`src/rtl/mc_controller_ext_pkg.sv`:
```
// Shared declarations for the extended multicycle MIPS controller.
//   - opcode_t / funct_t : instruction field types (instr[31:26] / instr[5:0])
//   - OP_* / F_*         : opcode and R-type funct encodings
//   - statetype_t        : 4-bit controller state encoding (FETCH = 0)
//   - aluop_t            : abstract ALU operation handed to the ALU decoder
//   - ALUC_*             : concrete alucontrol encodings driven to the datapath
package mips_decls_p;

  typedef logic [5:0] opcode_t;
  typedef logic [5:0] funct_t;

  localparam opcode_t OP_R    = 6'b000000;
  localparam opcode_t OP_LW   = 6'b100011;
  localparam opcode_t OP_SW   = 6'b101011;
  localparam opcode_t OP_BEQ  = 6'b000100;
  localparam opcode_t OP_BNE  = 6'b000101;
  localparam opcode_t OP_ADDI = 6'b001000;
  localparam opcode_t OP_SLTI = 6'b001010;
  localparam opcode_t OP_ANDI = 6'b001100;
  localparam opcode_t OP_ORI  = 6'b001101;
  localparam opcode_t OP_J    = 6'b000010;

  localparam funct_t F_ADD = 6'b100000;
  localparam funct_t F_SUB = 6'b100010;
  localparam funct_t F_AND = 6'b100100;
  localparam funct_t F_OR  = 6'b100101;
  localparam funct_t F_SLT = 6'b101010;

  typedef enum logic [3:0] {
    FETCH   = 4'd0,
    DECODE  = 4'd1,
    MEMADR  = 4'd2,
    MEMRD   = 4'd3,
    MEMWB   = 4'd4,
    MEMWR   = 4'd5,
    RTYPEEX = 4'd6,
    RTYPEWB = 4'd7,
    BREX    = 4'd8,
    IMMEX   = 4'd9,
    IMMWB   = 4'd10,
    JEX     = 4'd11,
    TRAP    = 4'd12
  } statetype_t;

  typedef enum logic [2:0] {
    ALU_ADD   = 3'd0,
    ALU_SUB   = 3'd1,
    ALU_FUNCT = 3'd2,
    ALU_AND   = 3'd3,
    ALU_OR    = 3'd4,
    ALU_SLT   = 3'd5
  } aluop_t;

  localparam logic [2:0] ALUC_ADD = 3'b010;
  localparam logic [2:0] ALUC_SUB = 3'b110;
  localparam logic [2:0] ALUC_AND = 3'b000;
  localparam logic [2:0] ALUC_OR  = 3'b001;
  localparam logic [2:0] ALUC_SLT = 3'b111;

  // Logical immediates (andi/ori) take a zero-extended immediate.
  function automatic logic is_zext_op(input opcode_t op);
    return (op == OP_ANDI) || (op == OP_ORI);
  endfunction

endpackage

```
`src/rtl/mc_controller_ext_aludec.sv`:
```
// ALU decoder: maps the controller's abstract ALU operation (and, for
// R-type instructions, the funct field) onto the datapath alucontrol code.
//   aluop      in  3  abstract operation (aluop_t)
//   funct      in  6  instr[5:0], only consulted for ALU_FUNCT
//   alucontrol out 3  add=010 sub=110 and=000 or=001 slt=111
module aludec_ext
  import mips_decls_p::*;
(
  input  aluop_t      aluop,
  input  funct_t      funct,
  output logic [2:0]  alucontrol
);

  always_comb begin
    alucontrol = ALUC_ADD;
    unique case (aluop)
      ALU_ADD: alucontrol = ALUC_ADD;
      ALU_SUB: alucontrol = ALUC_SUB;
      ALU_AND: alucontrol = ALUC_AND;
      ALU_OR:  alucontrol = ALUC_OR;
      ALU_SLT: alucontrol = ALUC_SLT;
      ALU_FUNCT: begin
        // Unsupported funct codes fall back to add rather than trapping.
        case (funct)
          F_ADD:   alucontrol = ALUC_ADD;
          F_SUB:   alucontrol = ALUC_SUB;
          F_AND:   alucontrol = ALUC_AND;
          F_OR:    alucontrol = ALUC_OR;
          F_SLT:   alucontrol = ALUC_SLT;
          default: alucontrol = ALUC_ADD;
        endcase
      end
      default: alucontrol = ALUC_ADD;
    endcase
  end

endmodule

```
`src/rtl/mc_controller_ext.sv`:
```
// Extended multicycle MIPS control unit.
// Drives the multicycle datapath for lw/sw/R-type/beq/bne/addi/slti/andi/ori/j,
// stalls FETCH/MEMRD/MEMWR on mem_ready, traps illegal opcodes to the
// exception vector and counts retired instructions.
// Ports:
//   clk, reset (async, active-low)
//   opcode, funct        instruction fields from the IR
//   zero                 ALU zero flag (branch resolution)
//   mem_ready            memory access completes this cycle
//   pcen, memwrite, irwrite, regwrite   strobes (forced low while in reset)
//   alusrca, iord, memtoreg, regdst, immsrc, alusrcb, pcsrc, alucontrol
//                        datapath mux selects / ALU op
//   illegal              sticky flag, set once a trap has been taken
//   instret              retired-instruction count (wraps)
//   state_o              current FSM state for debug
module mc_controller_ext
  import mips_decls_p::*;
#(
  parameter int MEM_WAIT = 1,
  parameter int EXT_ISA  = 1,
  parameter int CNT_W    = 32
) (
  input  logic             clk,
  input  logic             reset,
  input  logic [5:0]       opcode,
  input  logic [5:0]       funct,
  input  logic             zero,
  input  logic             mem_ready,
  output logic             pcen,
  output logic             memwrite,
  output logic             irwrite,
  output logic             regwrite,
  output logic             alusrca,
  output logic             iord,
  output logic             memtoreg,
  output logic             regdst,
  output logic             immsrc,
  output logic [1:0]       alusrcb,
  output logic [1:0]       pcsrc,
  output logic [2:0]       alucontrol,
  output logic             illegal,
  output logic [CNT_W-1:0] instret,
  output logic [3:0]       state_o
);

  localparam bit WAIT_EN = (MEM_WAIT != 0);
  localparam bit EXT_EN  = (EXT_ISA != 0);

  statetype_t state, next_state;
  aluop_t     aluop;
  logic       rdy;
  logic       pcwrite, branch, branchne;
  logic       memwrite_c, irwrite_c, regwrite_c;
  logic       retire;
  logic       illegal_q;
  logic [CNT_W-1:0] instret_q;

  // With single-cycle memory every access completes immediately.
  assign rdy = WAIT_EN ? mem_ready : 1'b1;

  always_ff @(posedge clk or negedge reset) begin
    if (!reset) begin
      state <= FETCH;
    end else begin
      state <= next_state;
    end
  end

  always_ff @(posedge clk or negedge reset) begin
    if (!reset) begin
      illegal_q <= 1'b0;
      instret_q <= '0;
    end else begin
      if (state == TRAP) begin
        illegal_q <= 1'b1;
      end
      if (retire) begin
        instret_q <= instret_q + CNT_W'(1);
      end
    end
  end

  always_comb begin
    next_state = state;
    pcwrite    = 1'b0;
    branch     = 1'b0;
    branchne   = 1'b0;
    memwrite_c = 1'b0;
    irwrite_c  = 1'b0;
    regwrite_c = 1'b0;
    alusrca    = 1'b0;
    iord       = 1'b0;
    memtoreg   = 1'b0;
    regdst     = 1'b0;
    immsrc     = 1'b0;
    alusrcb    = 2'b00;
    pcsrc      = 2'b00;
    aluop      = ALU_ADD;
    retire     = 1'b0;

    unique case (state)
      FETCH: begin
        alusrcb   = 2'b01;
        irwrite_c = rdy;
        pcwrite   = rdy;
        if (rdy) next_state = DECODE;
      end
      DECODE: begin
        // Branch target is precomputed here so BREX can select ALUOut.
        alusrcb = 2'b11;
        case (opcode)
          OP_LW, OP_SW: next_state = MEMADR;
          OP_R:         next_state = RTYPEEX;
          OP_BEQ:       next_state = BREX;
          OP_BNE:       next_state = EXT_EN ? BREX : TRAP;
          OP_ADDI:      next_state = IMMEX;
          OP_SLTI, OP_ANDI, OP_ORI:
                        next_state = EXT_EN ? IMMEX : TRAP;
          OP_J:         next_state = JEX;
          default:      next_state = TRAP;
        endcase
      end
      MEMADR: begin
        alusrca    = 1'b1;
        alusrcb    = 2'b10;
        next_state = (opcode == OP_SW) ? MEMWR : MEMRD;
      end
      MEMRD: begin
        iord = 1'b1;
        if (rdy) next_state = MEMWB;
      end
      MEMWB: begin
        memtoreg   = 1'b1;
        regwrite_c = 1'b1;
        retire     = 1'b1;
        next_state = FETCH;
      end
      MEMWR: begin
        // The write strobe stays up for the whole stall so the memory
        // sees a stable request until it acknowledges.
        iord       = 1'b1;
        memwrite_c = 1'b1;
        if (rdy) begin
          retire     = 1'b1;
          next_state = FETCH;
        end
      end
      RTYPEEX: begin
        alusrca    = 1'b1;
        aluop      = ALU_FUNCT;
        next_state = RTYPEWB;
      end
      RTYPEWB: begin
        regdst     = 1'b1;
        regwrite_c = 1'b1;
        retire     = 1'b1;
        next_state = FETCH;
      end
      BREX: begin
        alusrca    = 1'b1;
        aluop      = ALU_SUB;
        pcsrc      = 2'b01;
        branch     = (opcode == OP_BEQ);
        branchne   = (opcode == OP_BNE);
        retire     = 1'b1;
        next_state = FETCH;
      end
      IMMEX: begin
        alusrca = 1'b1;
        alusrcb = 2'b10;
        immsrc  = is_zext_op(opcode);
        case (opcode)
          OP_SLTI: aluop = ALU_SLT;
          OP_ANDI: aluop = ALU_AND;
          OP_ORI:  aluop = ALU_OR;
          default: aluop = ALU_ADD;
        endcase
        next_state = IMMWB;
      end
      IMMWB: begin
        // Keep the extender selection stable through writeback.
        immsrc     = is_zext_op(opcode);
        regwrite_c = 1'b1;
        retire     = 1'b1;
        next_state = FETCH;
      end
      JEX: begin
        pcsrc      = 2'b10;
        pcwrite    = 1'b1;
        retire     = 1'b1;
        next_state = FETCH;
      end
      TRAP: begin
        pcsrc      = 2'b11;
        pcwrite    = 1'b1;
        next_state = FETCH;
      end
      default: next_state = FETCH;
    endcase
  end

  aludec_ext u_aludec (
    .aluop      (aluop),
    .funct      (funct),
    .alucontrol (alucontrol)
  );

  // Strobes are masked by reset directly so nothing fires while it is held,
  // even though FETCH would otherwise raise irwrite/pcen on a ready memory.
  assign pcen     = reset & (pcwrite | (branch & zero) | (branchne & ~zero));
  assign memwrite = reset & memwrite_c;
  assign irwrite  = reset & irwrite_c;
  assign regwrite = reset & regwrite_c;

  assign illegal = illegal_q;
  assign instret = instret_q;
  assign state_o = state;

endmodule

```
`config.mk`:
```
export PLATFORM = sky130hd
export DESIGN_NAME = mc_controller_ext
export DESIGN_NICKNAME = d
export VERILOG_FILES = /design/src/rtl/mc_controller_ext_pkg.sv /design/src/rtl/mc_controller_ext_aludec.sv /design/src/rtl/mc_controller_ext.sv
export SDC_FILE = /design/constraint.sdc
export NUM_CORES = 1
export LEC_CHECK = 0
export CORE_ASPECT_RATIO = 0.75
export CORE_MARGIN = 10
export CORE_UTILIZATION = 34
export CTS_BUF_LIST = sky130_fd_sc_hd__clkbuf_8
export CTS_CLUSTER_SIZE = 12
export DETAILED_ROUTE_END_ITERATION = 6
export PLACE_DENSITY_LB_ADDON = 0.12
export SYNTH_ARGS = -nofsm -noshare
export SYNTH_HDL_FRONTEND = slang
export SYNTH_HIERARCHICAL = 1
export SYNTH_SLANG_ARGS = --single-unit
```
`constraint.sdc`:
```
create_clock -name clk -period 2.6 [get_ports clk]
set_clock_uncertainty 0.15 [all_clocks]
set_input_delay 0.52 -clock clk [delete_from_list [all_inputs] [get_ports clk]]
set_output_delay 0.52 -clock clk [all_outputs]
set_load 0.005 [all_outputs]
```
==> results of run 1 <==
## power groups by stage
stage          clock network (mW)  registers [mW]  logic (mW)
6_report                    0.523           0.719        1.12
3_3_place_gp                    0           0.735        1.08
5_1_grt                     0.568           0.733        1.22
4_1_cts                     0.538           0.718        1.12
2_1_floorplan                   0           0.740       0.538
3_5_place_dp                    0           0.736        1.08
## registers in the layout (all words and copies together), names as in the netlist
name	flops
illegal	1
instret	32
state_o	4
## cell families (layout without fill, tap and decap cells)
kind of cell	after synthesis	after routing	share of synthesized area
adder cells (fa/ha/maj)	1	1	0.00542
multiplexers	3	3	0.0141
AND/OR/NAND/NOR	109	109	0.285
buffers and inverters	23	123	0.0536
flip-flops	37	37	0.401
AO/OA/AOI/OAI	36	36	0.112
XOR/XNOR	34	34	0.129
## path summary, 6_finish.rpt
check	start	endpoint	slack [ps]	depth (start not counted)
min reg2reg	illegal	illegal	310	1
min in group asynchronous	reset	state_o[0]	480	2
max	funct[1]	alucontrol[0]	90	5
max reg2reg	state_o[3]	instret[8]	490	9
max in group asynchronous	reset	instret[11]	1190	3
min	illegal	illegal	310	1
## worst max-delay path: stages
cell	delay [ps]
sky130_fd_sc_hd__clkdlybuf4s50_1	470
sky130_fd_sc_hd__or3b_1	380
sky130_fd_sc_hd__o2bb2a_4	240
sky130_fd_sc_hd__o22ai_2	100
sky130_fd_sc_hd__buf_2	130
## Yosys cell counts, types with 6 or more instances
library cell	count	share of area
sky130_fd_sc_hd__nor3_1	11	0.024
sky130_fd_sc_hd__nand3_1	15	0.033
sky130_fd_sc_hd__nand2_1	19	0.031
sky130_fd_sc_hd__nor2_1	18	0.029
sky130_fd_sc_hd__inv_1	8	0.013
sky130_fd_sc_hd__and3_1	6	0.016
sky130_fd_sc_hd__clkbuf_1	8	0.013
sky130_fd_sc_hd__o21ai_0	9	0.020
sky130_fd_sc_hd__and4_1	6	0.023
sky130_fd_sc_hd__xnor2_1	28	0.11
sky130_fd_sc_hd__nand4_1	8	0.022
sky130_fd_sc_hd__xor2_1	6	0.023
sky130_fd_sc_hd__nand3_2	7	0.030
sky130_fd_sc_hd__dfrtp_1	37	0.40
sky130_fd_sc_hd__a21oi_1	10	0.022
## metrics by stage
step / power (mW) / util / setup WS (ps) / hold slack (ps)
after floorplan: 1.28 / - / 59.8 / 74.4
after global placement: 1.82 / 0.504 / -591 / 246
after detailed placement: 1.82 / 0.504 / -644 / 247
after CTS: 2.37 / 0.532 / 7.91 / 324
after global routing: 2.52 / 0.536 / -13.9 / 340
final: 2.37 / 0.536 / 92.2 / 314
## layer usage
layer	vias up	global-route usage	share of wire
li1	1060	-	-
met1	1003	0.171	0.48
met2	55	0.173	0.43
met3	8	0.0513	0.085
met4	0	0.0350	0.012
met5	-	0	0
## layout make-up
type,count,share of cell area
Inverter,9,0.00978
Sequential cell,37,0.268
Tap cell,81,0.0293
Multi-Input combinational cell,183,0.380
Clock inverter,2,0.0109
Clock buffer,6,0.0239
Timing Repair Buffer,106,0.278
## what timing repair did
item                                   CTS  global route
pin swaps                                9             6
setup endpoints to repair               10             8
setup buffers                            5             0
endpoints found under the hold margin    5             0
cloned                                   0             0
hold buffers                             1             0
gates resized for setup                 38            15
==> impl_summary.log, run 1 <==
[metrics] most common cell after layout, fill and taps aside: sky130_fd_sc_hd__clkdlybuf4s50_1
[metrics] top-level I/O count: 69
[metrics] floorplan die width: between 100 and 150 µm
[metrics] root buffer cell: sky130_fd_sc_hd__clkbuf_8
[metrics] count of yosys warnings during synthesis: 6
[metrics] DRC violation count after routing: 0
[metrics] Inst Count DP: 410
[metrics] largest net degree at the start of global routing: 33
[metrics] via count of the first global-routing pass: between 2000 and 2500
[metrics] final worst-path cycle share: 0.965
[metrics] maximum fanout encountered on the critical timing path: 2
[metrics] sink count of the clock tree: 37
[metrics] most common flop cell mapped by yosys: sky130_fd_sc_hd__dfrtp_1
[metrics] part of the total power dissipated in the clock network: 0.221
[metrics] Placement Cell Area: about 3200 µm²
[metrics] maximum ir drop on the vdd rail: between 0.0003 and 0.0004 V
[metrics] Clock Pin Slew Worst Setup and Hold Paths: ~70 ps
[metrics] Final TNS setup: 0 ps
[metrics] initial standard-cell utilization of the core: 0.358
[metrics] top achievable clock speed: approximately 400 MHz
[metrics] number of inserted diodes: 0
[metrics] number of distinct library cells after synthesis: 50
[metrics] Comb pwr share: 0.475
[metrics] height of the die: slightly above 90 µm
[metrics] CTS H-tree depth: 2
[metrics] via density per instance: ~5
[metrics] setup violation total in the final timing report: 0
[metrics] total number of vias: 2126
[metrics] post-layout instance area: about 3500 µm²
[metrics] Total Routing Usage GR: 0.125
[metrics] Post-Syn Instances: between 200 and 250
[metrics] P per Cell Area: ~680 nW/µm²
[metrics] detailed-route wire length: roughly 6600 µm
[metrics] worst rel slew slack: 0.725
[metrics] final period demand of the worst path: ~2500 ps
[metrics] clk_lat worst skew: roughly 290 ps
[metrics] register area share after synthesis: 0.401
[metrics] number of CTS-inserted buffers: 5
[metrics] Sequential cell area: 926 µm²
[metrics] Die ar.: 10500 µm²
[metrics] register bit count reported by yosys: 37
[metrics] Seq pwr share: 0.304
[metrics] WL per Instance: 15.5 µm
[metrics] most used cells in the layout excluding fill and tap cells: sky130_fd_sc_hd__clkdlybuf4s50_1, sky130_fd_sc_hd__dfrtp_1, sky130_fd_sc_hd__buf_4
[metrics] static power due to leakage: around 1.5 nW
[metrics] wire length of the first global-routing pass: approximately 11000 µm
[metrics] Post-DRT Antenna Nets: 0
[metrics] total nets after synthesis: 260
[metrics] CTS tree: yes
[metrics] kind of capture point of the worst setup path: output port
[metrics] startpoint class of the critical path: primary input
[metrics] post-route insts no fill: 424
[metrics] Required @ worst endpoint: roughly 1900 ps
[metrics] DR pass1 iterations: 4
[metrics] row cnt: 25
[metrics] layout overhead on the synthesized area: 49.5%
[metrics] Final Hold Fails: 0
[metrics] ratio of cells with drive above 1 in the final layout: 0.251
[metrics] average cell area after synthesis: around 9.5 µm²
[metrics] total half-perimeter wirelength after legalization and detailed placement: 5100 µm
[metrics] count of maximum capacitance violations: 0
[metrics] final weighted congestion in routability-driven placement: 0.817
[metrics] number of buffers on the longest clock path: 2
[metrics] residual overflow from global routing: 0
[metrics] final net count: between 300 and 400
[metrics] total of fill cells in the finished design: just over 600
[metrics] worst hold path type: flop to flop
[metrics] number of DRC markers after the initial detailed-route iteration: 61
[metrics] post-synthesis instance area: between 2000 and 2500 µm²
[metrics] Post-synth EDFFs: 0
[metrics] Switching Fraction: 0.344
[metrics] Std-Cell Core Area: approximately 6400 µm²
[metrics] path type of the worst setup path: primary input to output port
[metrics] design internal power: approximately 1.6 mW
[metrics] footprint of the multi-input gates: about 1300 µm²
[metrics] result of the run: complete, no violations
[metrics] Post-synth ARST share: 1.00
[metrics] Worst EP arrival: 1840 ps
[metrics] antenna violations before repair: 0
[metrics] actual slew at the worst max-slew pin: slightly above 400 ps
[metrics] number of buffers added on ports: 68
[metrics] switching power: between 0.8 and 0.9 mW
[metrics] Pins Over Slew Limit: 0
Power figures use the tool's default switching activity.
==> run 2, diff against run 1 <==
--- a/config.mk
+++ b/config.mk
@@ -5,6 +5,7 @@
 export SDC_FILE = /design/constraint.sdc
 export NUM_CORES = 1
 export LEC_CHECK = 0
+export ABC_AREA = 1
 export CORE_ASPECT_RATIO = 0.75
 export CORE_MARGIN = 10
 export CORE_UTILIZATION = 34
==> impl_summary.log, run 2 <==
[metrics] r2r endpoint: instret[26]
[metrics] path type of the worst setup path: flop to output port
[metrics] proportion of netlist area held by the largest area contributor: 0.332 (-0.0690)
[metrics] post-layout instance area: 4090 µm² (+18%)
[metrics] detailed-route wire length: 9650 µm (+47%)
[metrics] Post-DRT Antenna Nets: 0 (unchanged)
[metrics] clk_lat worst skew: 310 ps (+20 ps)
[metrics] register bit count reported by yosys: 37 (unchanged)
[metrics] ratio of cells with drive above 1 in the final layout: 0.193 (-0.0578)
[metrics] Final Hold Fails: 0 (unchanged)
[metrics] count of yosys warnings during synthesis: 6 (unchanged)
[metrics] design internal power: 1.59 mW (+2.6%)
[metrics] maximum ir drop on the vdd rail: 0.00102 V (+240%)
[metrics] Total Routing Usage GR: 0.152 (+0.0272)
[metrics] number of buffers added on ports: 68 (unchanged)
[metrics] Hold Slack: 117 ps (-197 ps)
[metrics] Std-Cell Core Area: 7950 µm² (+23%)
[metrics] maximum fanout encountered on the critical timing path: 3 (+1)
[metrics] Seq pwr share: 0.274 (-0.030)
[metrics] Post-synth ARST share: 1.00 (unchanged)
[metrics] total number of vias: 3238 (+52%)
[metrics] number of inserted diodes: 0 (unchanged)
[metrics] synth top area cells: sky130_fd_sc_hd__dfrtp_1, sky130_fd_sc_hd__nand2_1, sky130_fd_sc_hd__nor2_1
[metrics] worst hold path type: primary input to asynchronous set/reset pin
[metrics] most used cell along the critical path: sky130_fd_sc_hd__buf_4
[metrics] cell-by-cell trace of the critical path: inv_2 > nand2_2 > buf_4 > buf_4 > o21bai_1 > clkdlybuf4s50_1
[metrics] total of fill cells in the finished design: 798 (+29%)
[metrics] leading post-synthesis cells by instance count: sky130_fd_sc_hd__nand2_1, sky130_fd_sc_hd__nor2_1, sky130_fd_sc_hd__inv_1, sky130_fd_sc_hd__dfrtp_1, sky130_fd_sc_hd__nand3_1
[metrics] P per Cell Area: 670 nW/µm² (-2.2%)
[metrics] number of CTS-inserted buffers: 5 (unchanged)
[metrics] count of hold buffers inserted by post-cts repair: 0 (-1)
[metrics] worst rel slew slack: 0.666 (-0.0583)
[metrics] wire length of the first global-routing pass: 15700 µm (+45%)
[metrics] height of the die: 98.5 µm (+7.7%)
[metrics] Post-Syn Instances: 455 (+87%)
[metrics] final net count: 581 (+62%)
[metrics] Pins Over Slew Limit: 0 (unchanged)
[metrics] largest stage delay on the critical path: 550 ps (+80 ps)
[metrics] number of buffers on the longest clock path: 2 (unchanged)
[metrics] sink count of the clock tree: 37 (unchanged)
[metrics] most numerous cell in the Yosys netlist: sky130_fd_sc_hd__nand2_1
[metrics] post-route insts no fill: 670 (+58%)
[metrics] CTS H-tree depth: 2 (unchanged)
[metrics] row cnt: 28 (+12%)
[metrics] Worst Setup Slack post-DPL: -718 ps (-73.5 ps)
[metrics] Switching Fraction: 0.419 (+0.0749)
[metrics] reg-to-reg startpoint: instret[0]
[metrics] setup violation total in the final timing report: 0 (unchanged)
[metrics] final period demand of the worst path: 2540 ps (+33.2 ps)
[metrics] register area share after synthesis: 0.332 (-0.0690)
[metrics] via count of the first global-routing pass: 3015 (+41%)
[metrics] kind of capture point of the worst setup path: output port
[metrics] number of distinct library cells after synthesis: 31 (-38%)
[metrics] WL per Instance: 14.4 µm (-7.2%)
[metrics] post-synthesis instance area: 2790 µm² (+21%)
[metrics] count of maximum capacitance violations: 0 (unchanged)
[metrics] floorplan die width: 125 µm (+8.2%)
[metrics] Worst EP arrival: 1870 ps (+30 ps)
[metrics] Placement Cell Area: 3790 µm² (+17%)
[metrics] number of DRC markers after the initial detailed-route iteration: 279 (+360%)
[metrics] Register-to-Register Path Depth: 10 (+1)
[metrics] top achievable clock speed: 394 MHz (-1.3%)
[metrics] Die ar.: 12300 µm² (+17%)
[metrics] root buffer cell: sky130_fd_sc_hd__clkbuf_8
[metrics] antenna violations before repair: 0 (unchanged)
[metrics] DRC violation count after routing: 0 (unchanged)
[metrics] switching power: 1.15 mW (+41%)
[metrics] actual slew at the worst max-slew pin: 500 ps (+87.4 ps)
[metrics] max reg flops: 32 (unchanged)
[metrics] final worst-path cycle share: 0.977 (+0.0128)
[metrics] total nets after synthesis: 472 (+82%)
[metrics] Yosys top cell by area: sky130_fd_sc_hd__dfrtp_1
[metrics] Required @ worst endpoint: 1930 ps (about the same)
[metrics] Clock Pin Slew Worst Setup and Hold Paths: 90 ps (+20 ps)
[metrics] static power due to leakage: 1.98 nW (+33%)
[metrics] Final TNS setup: 0 ps (unchanged)
[metrics] largest net degree at the start of global routing: 38 (+15%)
[metrics] top-level I/O count: 69 (unchanged)
[metrics] most common cell after layout, fill and taps aside: sky130_fd_sc_hd__nand2_1
[metrics] startpoint class of the critical path: flop
[metrics] slowest stage cell on the critical path: sky130_fd_sc_hd__clkdlybuf4s50_1
[metrics] most common flop cell mapped by yosys: sky130_fd_sc_hd__dfrtp_1
[metrics] total half-perimeter wirelength after legalization and detailed placement: 7570 µm (+48%)
[metrics] most used cells in the layout excluding fill and tap cells: sky130_fd_sc_hd__nand2_1, sky130_fd_sc_hd__nor2_1, sky130_fd_sc_hd__clkdlybuf4s50_1
[metrics] part of the total power dissipated in the clock network: 0.194 (-0.027)
[metrics] Register-to-Register Setup Slack: 620 ps (+130 ps)
[metrics] average cell area after synthesis: 6.13 µm² (-35%)
[metrics] residual overflow from global routing: 0 (unchanged)
[metrics] Comb pwr share: 0.531 (+0.056)
[metrics] Finished Core Util: 0.514 (-0.0216)
[metrics] min setup slack post-route: 59.0 ps (-33.2 ps)
[metrics] result of the run: complete, no violations
[metrics] DR pass1 iterations: 5 (+1)
[metrics] Inst Count DP: 652 (+59%)
[metrics] via density per instance: 4.83 (-3.6%)
[metrics] CTS tree: yes
[metrics] final weighted congestion in routability-driven placement: 0.920 (+13%)
[metrics] Overall Power: 2.74 mW (+16%)
[metrics] Post-synth EDFFs: 0 (unchanged)
[metrics] layout overhead on the synthesized area: 46.6%
[metrics] initial standard-cell utilization of the core: 0.351 (-0.00760)
[run 2: cell types whose count changed after synthesis, moves of 6 or more]
cell	delta
sky130_fd_sc_hd__nand3_2	-7
sky130_fd_sc_hd__a21oi_1	-6
sky130_fd_sc_hd__nor2_1	+48
sky130_fd_sc_hd__nand3b_1	+6
sky130_fd_sc_hd__xnor2_1	-24
sky130_fd_sc_hd__and4_1	-6
sky130_fd_sc_hd__inv_2	+9
sky130_fd_sc_hd__clkbuf_1	-8
sky130_fd_sc_hd__nand2_1	+166
sky130_fd_sc_hd__inv_1	+40
sky130_fd_sc_hd__nand3_1	+16
sky130_fd_sc_hd__and3_1	-6
[run 2: worst max path at each step]
stage / start / end / slack [ps] / cells after the start
after floorplan: opcode[5] / alucontrol[1] / 340 / 8
after global placement: opcode[5] / alucontrol[1] / -650 / 9
after detailed placement: opcode[5] / alucontrol[1] / -720 / 9
after CTS: state_o[3] / alucontrol[2] / 3 / 10
after global routing: opcode[3] / alucontrol[1] / -8 / 11
final: state_o[2] / pcsrc[1] / 60 / 6
[run 2: per-layer routing]
layer / vias to the layer above / track usage / part of all wire
met1: 1478 / 0.221 / 0.49
met5: - / 0 / 0
met2: 115 / 0.211 / 0.41
li1: 1632 / - / -
met4: 0 / 0.0340 / 0.010
met3: 13 / 0.0460 / 0.093
[run 2: final cells by class]
| cell class | count | area [µm²] | share of cell area |
|---|---|---|---|
| inverter | 57 | 214 | 0.0523 |
| sequential | 37 | 927 | 0.227 |
| clock inverter | 3 | 46.3 | 0.0113 |
| timing repair buffer | 107 | 953 | 0.233 |
| clock buffer | 5 | 68.8 | 0.0168 |
| multi-input combinational | 356 | 1750 | 0.428 |
| tap | 105 | 131 | 0.0321 |
[run 2: logic make-up after synthesis]
logic type / Yosys count / share of synthesized area
fa+ha+maj: 1 / 0.00448
xor+xnor: 14 / 0.0439
simple gates: 324 / 0.495
buf+inv: 62 / 0.0897
compound gates: 17 / 0.0350
flops: 37 / 0.332
[run 2: power by group through the flow]
stage	Combinational, mW	Sequential [mW]	Clock [mW]
2_1_floorplan	0.667	0.757	0
3_3_place_gp	1.32	0.762	0
3_5_place_dp	1.33	0.764	0
4_1_cts	1.40	0.756	0.542
5_1_grt	1.59	0.766	0.570
6_report	1.46	0.752	0.532
[run 2: what timing repair did]
| item | 4_1_cts | 5_1_grt |
|---|---|---|
| pin swaps | 7 | 8 |
| gates resized for setup | 47 | 25 |
| buffers inserted | 4 | 6 |
| setup endpoints to repair | 10 | 8 |
[run 2: worst max-delay path, delay by kind of cell (launching register included)]
kind            cells  cell delay [ps]
buf+inv             4              880
flops               1              390
compound gates      1              200
simple gates        1               90
==> run 3, diff against run 2 <==
--- a/config.mk
+++ b/config.mk
@@ -8,7 +8,7 @@
 export ABC_AREA = 1
 export CORE_ASPECT_RATIO = 0.75
 export CORE_MARGIN = 10
-export CORE_UTILIZATION = 34
+export CORE_UTILIZATION = 51
 export CTS_BUF_LIST = sky130_fd_sc_hd__clkbuf_8
 export CTS_CLUSTER_SIZE = 12
 export DETAILED_ROUTE_END_ITERATION = 6
==> impl_summary.log, run 3 (same netlist as run 2, synthesis figures left out) <==
[metrics] result of the run: complete, no violations
[metrics] footprint of the multi-input gates: 1790 µm² (+2.6%)
[metrics] Register-to-Register Setup Slack: 490 ps (-130 ps)
[metrics] Inst Count DP: 617 (-5.4%)
[metrics] floorplan die width: 105 µm (-15%)
[metrics] reg-to-reg startpoint: state_o[1]
[metrics] ratio of cells with drive above 1 in the final layout: 0.191 (-0.00211)
[metrics] clk_lat worst skew: 300 ps (about the same)
[metrics] row cnt: 23 (-18%)
[metrics] detailed-route wire length: 9720 µm (+0.70%)
[metrics] unrepaired setup endpoints after global routing: yes
[metrics] top achievable clock speed: 390 MHz (-1.0%)
[metrics] final period demand of the worst path: 2570 ps (+26.0 ps)
[metrics] r2r endpoint: instret[9]
[metrics] DRC violation count after routing: 0 (unchanged)
[metrics] count of maximum capacitance violations: 0 (unchanged)
[metrics] height of the die: 84.1 µm (-15%)
[metrics] Required @ worst endpoint: 1930 ps (about the same)
[metrics] Std-Cell Core Area: 5320 µm² (-33%)
[metrics] Worst EP arrival: 1900 ps (+30 ps)
[metrics] number of CTS-inserted buffers: 5 (unchanged)
[metrics] setup violation total in the final timing report: 0 (unchanged)
[metrics] kind of capture point of the worst setup path: output port
[metrics] residual overflow from global routing: 0 (unchanged)
[metrics] maximum ir drop on the vdd rail: 0.000777 V (-24%)
[metrics] DR pass1 iterations: 5 (unchanged)
[metrics] number of buffers added on ports: 68 (unchanged)
[metrics] Sequential cell area: 926 µm² (-0.13%)
[metrics] Total Routing Usage GR: 0.210 (+0.0585)
[metrics] Final Hold Fails: 0 (unchanged)
[metrics] Overall Power: 2.74 mW (about the same)
[metrics] number of buffers on the longest clock path: 2 (unchanged)
[metrics] max reg flops: 32 (unchanged)
[metrics] worst rel slew slack: 0.675 (+0.00834)
[metrics] static power due to leakage: 2.02 nW (+2.2%)
[metrics] total half-perimeter wirelength after legalization and detailed placement: 7060 µm (-6.7%)
[metrics] layout overhead on the synthesized area: 46.5% (about the same)
[metrics] top-level I/O count: 69 (unchanged)
[metrics] total number of vias: 3360 (+3.8%)
[metrics] Clock Pin Slew Worst Setup and Hold Paths: 80 ps (about the same)
[metrics] Register-to-Register Path Depth: 9 (-1)
[metrics] maximum fanout encountered on the critical timing path: 3 (unchanged)
[metrics] number of DRC markers after the initial detailed-route iteration: 276 (-1.1%)
[metrics] post-route insts no fill: 641 (-4.3%)
[metrics] final worst-path cycle share: 0.987 (+0.0100)
[metrics] final net count: 582 (+0.17%)
[metrics] via count of the first global-routing pass: 3194 (+5.9%)
[metrics] most used cells in the layout excluding fill and tap cells: sky130_fd_sc_hd__nand2_1, sky130_fd_sc_hd__nor2_1, sky130_fd_sc_hd__clkdlybuf4s50_1
[metrics] via density per instance: 5.24 (+8.5%)
[metrics] root buffer cell: sky130_fd_sc_hd__clkbuf_8
[metrics] worst hold path type: primary input to asynchronous set/reset pin
[metrics] count of hold buffers inserted by post-cts repair: 0 (unchanged)
[metrics] sink count of the clock tree: 37 (unchanged)
[metrics] total of fill cells in the finished design: 401 (-50%)
[metrics] Pins Over Slew Limit: 0 (unchanged)
[metrics] startpoint of the most critical setup path: opcode[2]
[metrics] CTS tree: yes
[metrics] CTS H-tree depth: 2 (unchanged)
[metrics] P per Cell Area: 671 nW/µm² (about the same)
[metrics] actual slew at the worst max-slew pin: 488 ps (-12.5 ps)
[metrics] startpoint class of the critical path: primary input
[metrics] wire length of the first global-routing pass: 15600 µm (-0.92%)
[metrics] WL per Instance: 15.2 µm (+5.3%)
[metrics] path type of the worst setup path: primary input to output port
[metrics] number of inserted diodes: 0 (unchanged)
[metrics] Post-DRT Antenna Nets: 0 (unchanged)
[metrics] initial standard-cell utilization of the core: 0.524 (+0.173)
[metrics] final weighted congestion in routability-driven placement: 0.945 (+2.7%)
[metrics] most common cell after layout, fill and taps aside: sky130_fd_sc_hd__nand2_1
[metrics] antenna violations before repair: 0 (unchanged)
[metrics] Die ar.: 8860 µm² (-28%)
[metrics] largest net degree at the start of global routing: 38 (unchanged)
## run 3: worst max-delay path by stage
stage                               end  slack [ps]  depth (start not counted)
after floorplan           alucontrol[1]         340                          8
after global placement    alucontrol[1]        -620                          9
after detailed placement  alucontrol[1]        -780                          9
after CTS                 alucontrol[2]           3                         11
after global routing      alucontrol[1]         -50                         11
final                     alucontrol[1]          30                         10
## run 3: cell type report
type                            instances  share of cell area
Multi-Input combinational cell        356               0.439
Timing Repair Buffer                  108               0.233
Sequential cell                        37               0.226
Inverter                               57              0.0535
Clock buffer                            7              0.0236
Tap cell                               75              0.0229
Clock inverter                          1             0.00122
## run 3: worst max-delay path, stage by stage
cell                              delay (ps)
sky130_fd_sc_hd__clkdlybuf4s15_1         230
sky130_fd_sc_hd__nor2_4                  140
sky130_fd_sc_hd__nand3_2                  90
sky130_fd_sc_hd__nand3b_1                270
sky130_fd_sc_hd__o31ai_4                 130
sky130_fd_sc_hd__inv_2                   100
sky130_fd_sc_hd__buf_6                   120
sky130_fd_sc_hd__nand2_1                  60
sky130_fd_sc_hd__nand4_1                  90
sky130_fd_sc_hd__buf_2                   140
## run 3: what timing repair did
item	in CTS	in global routing
hold endpoints to repair	0	0
gates resized for setup	45	37
pin swaps	8	7
setup endpoints to repair	7	8
buffers inserted	8	8
## run 3: report_power, final
part / internal [mW] / switching [mW]
clock: 0.240 / 0.216
combinational: 0.659 / 0.871
sequential: 0.657 / 0.0989
## run 3: through the flow
stage	worst slack (ps)	hold WS (ps)	setup TNS [ps]	instance area [µm²]	util
after floorplan	342	74.4	0	2790	-
after global placement	-620	308	-2230	3700	0.696
after detailed placement	-775	308	-2790	3700	0.696
after CTS	2.87	158	0	3950	0.741
after global routing	-54.4	178	-126	4090	0.768
final	33.0	142	0	4090	0.768
## run 3: metal layers
metal / share of wire / routed length [µm] / global-route usage
met1: 0.47 / 4530 / 0.294
met2: 0.43 / 4180 / 0.302
met4: 0.0091 / 88 / 0.0460
met3: 0.094 / 918 / 0.0694
met5: 0 / 0 / 0
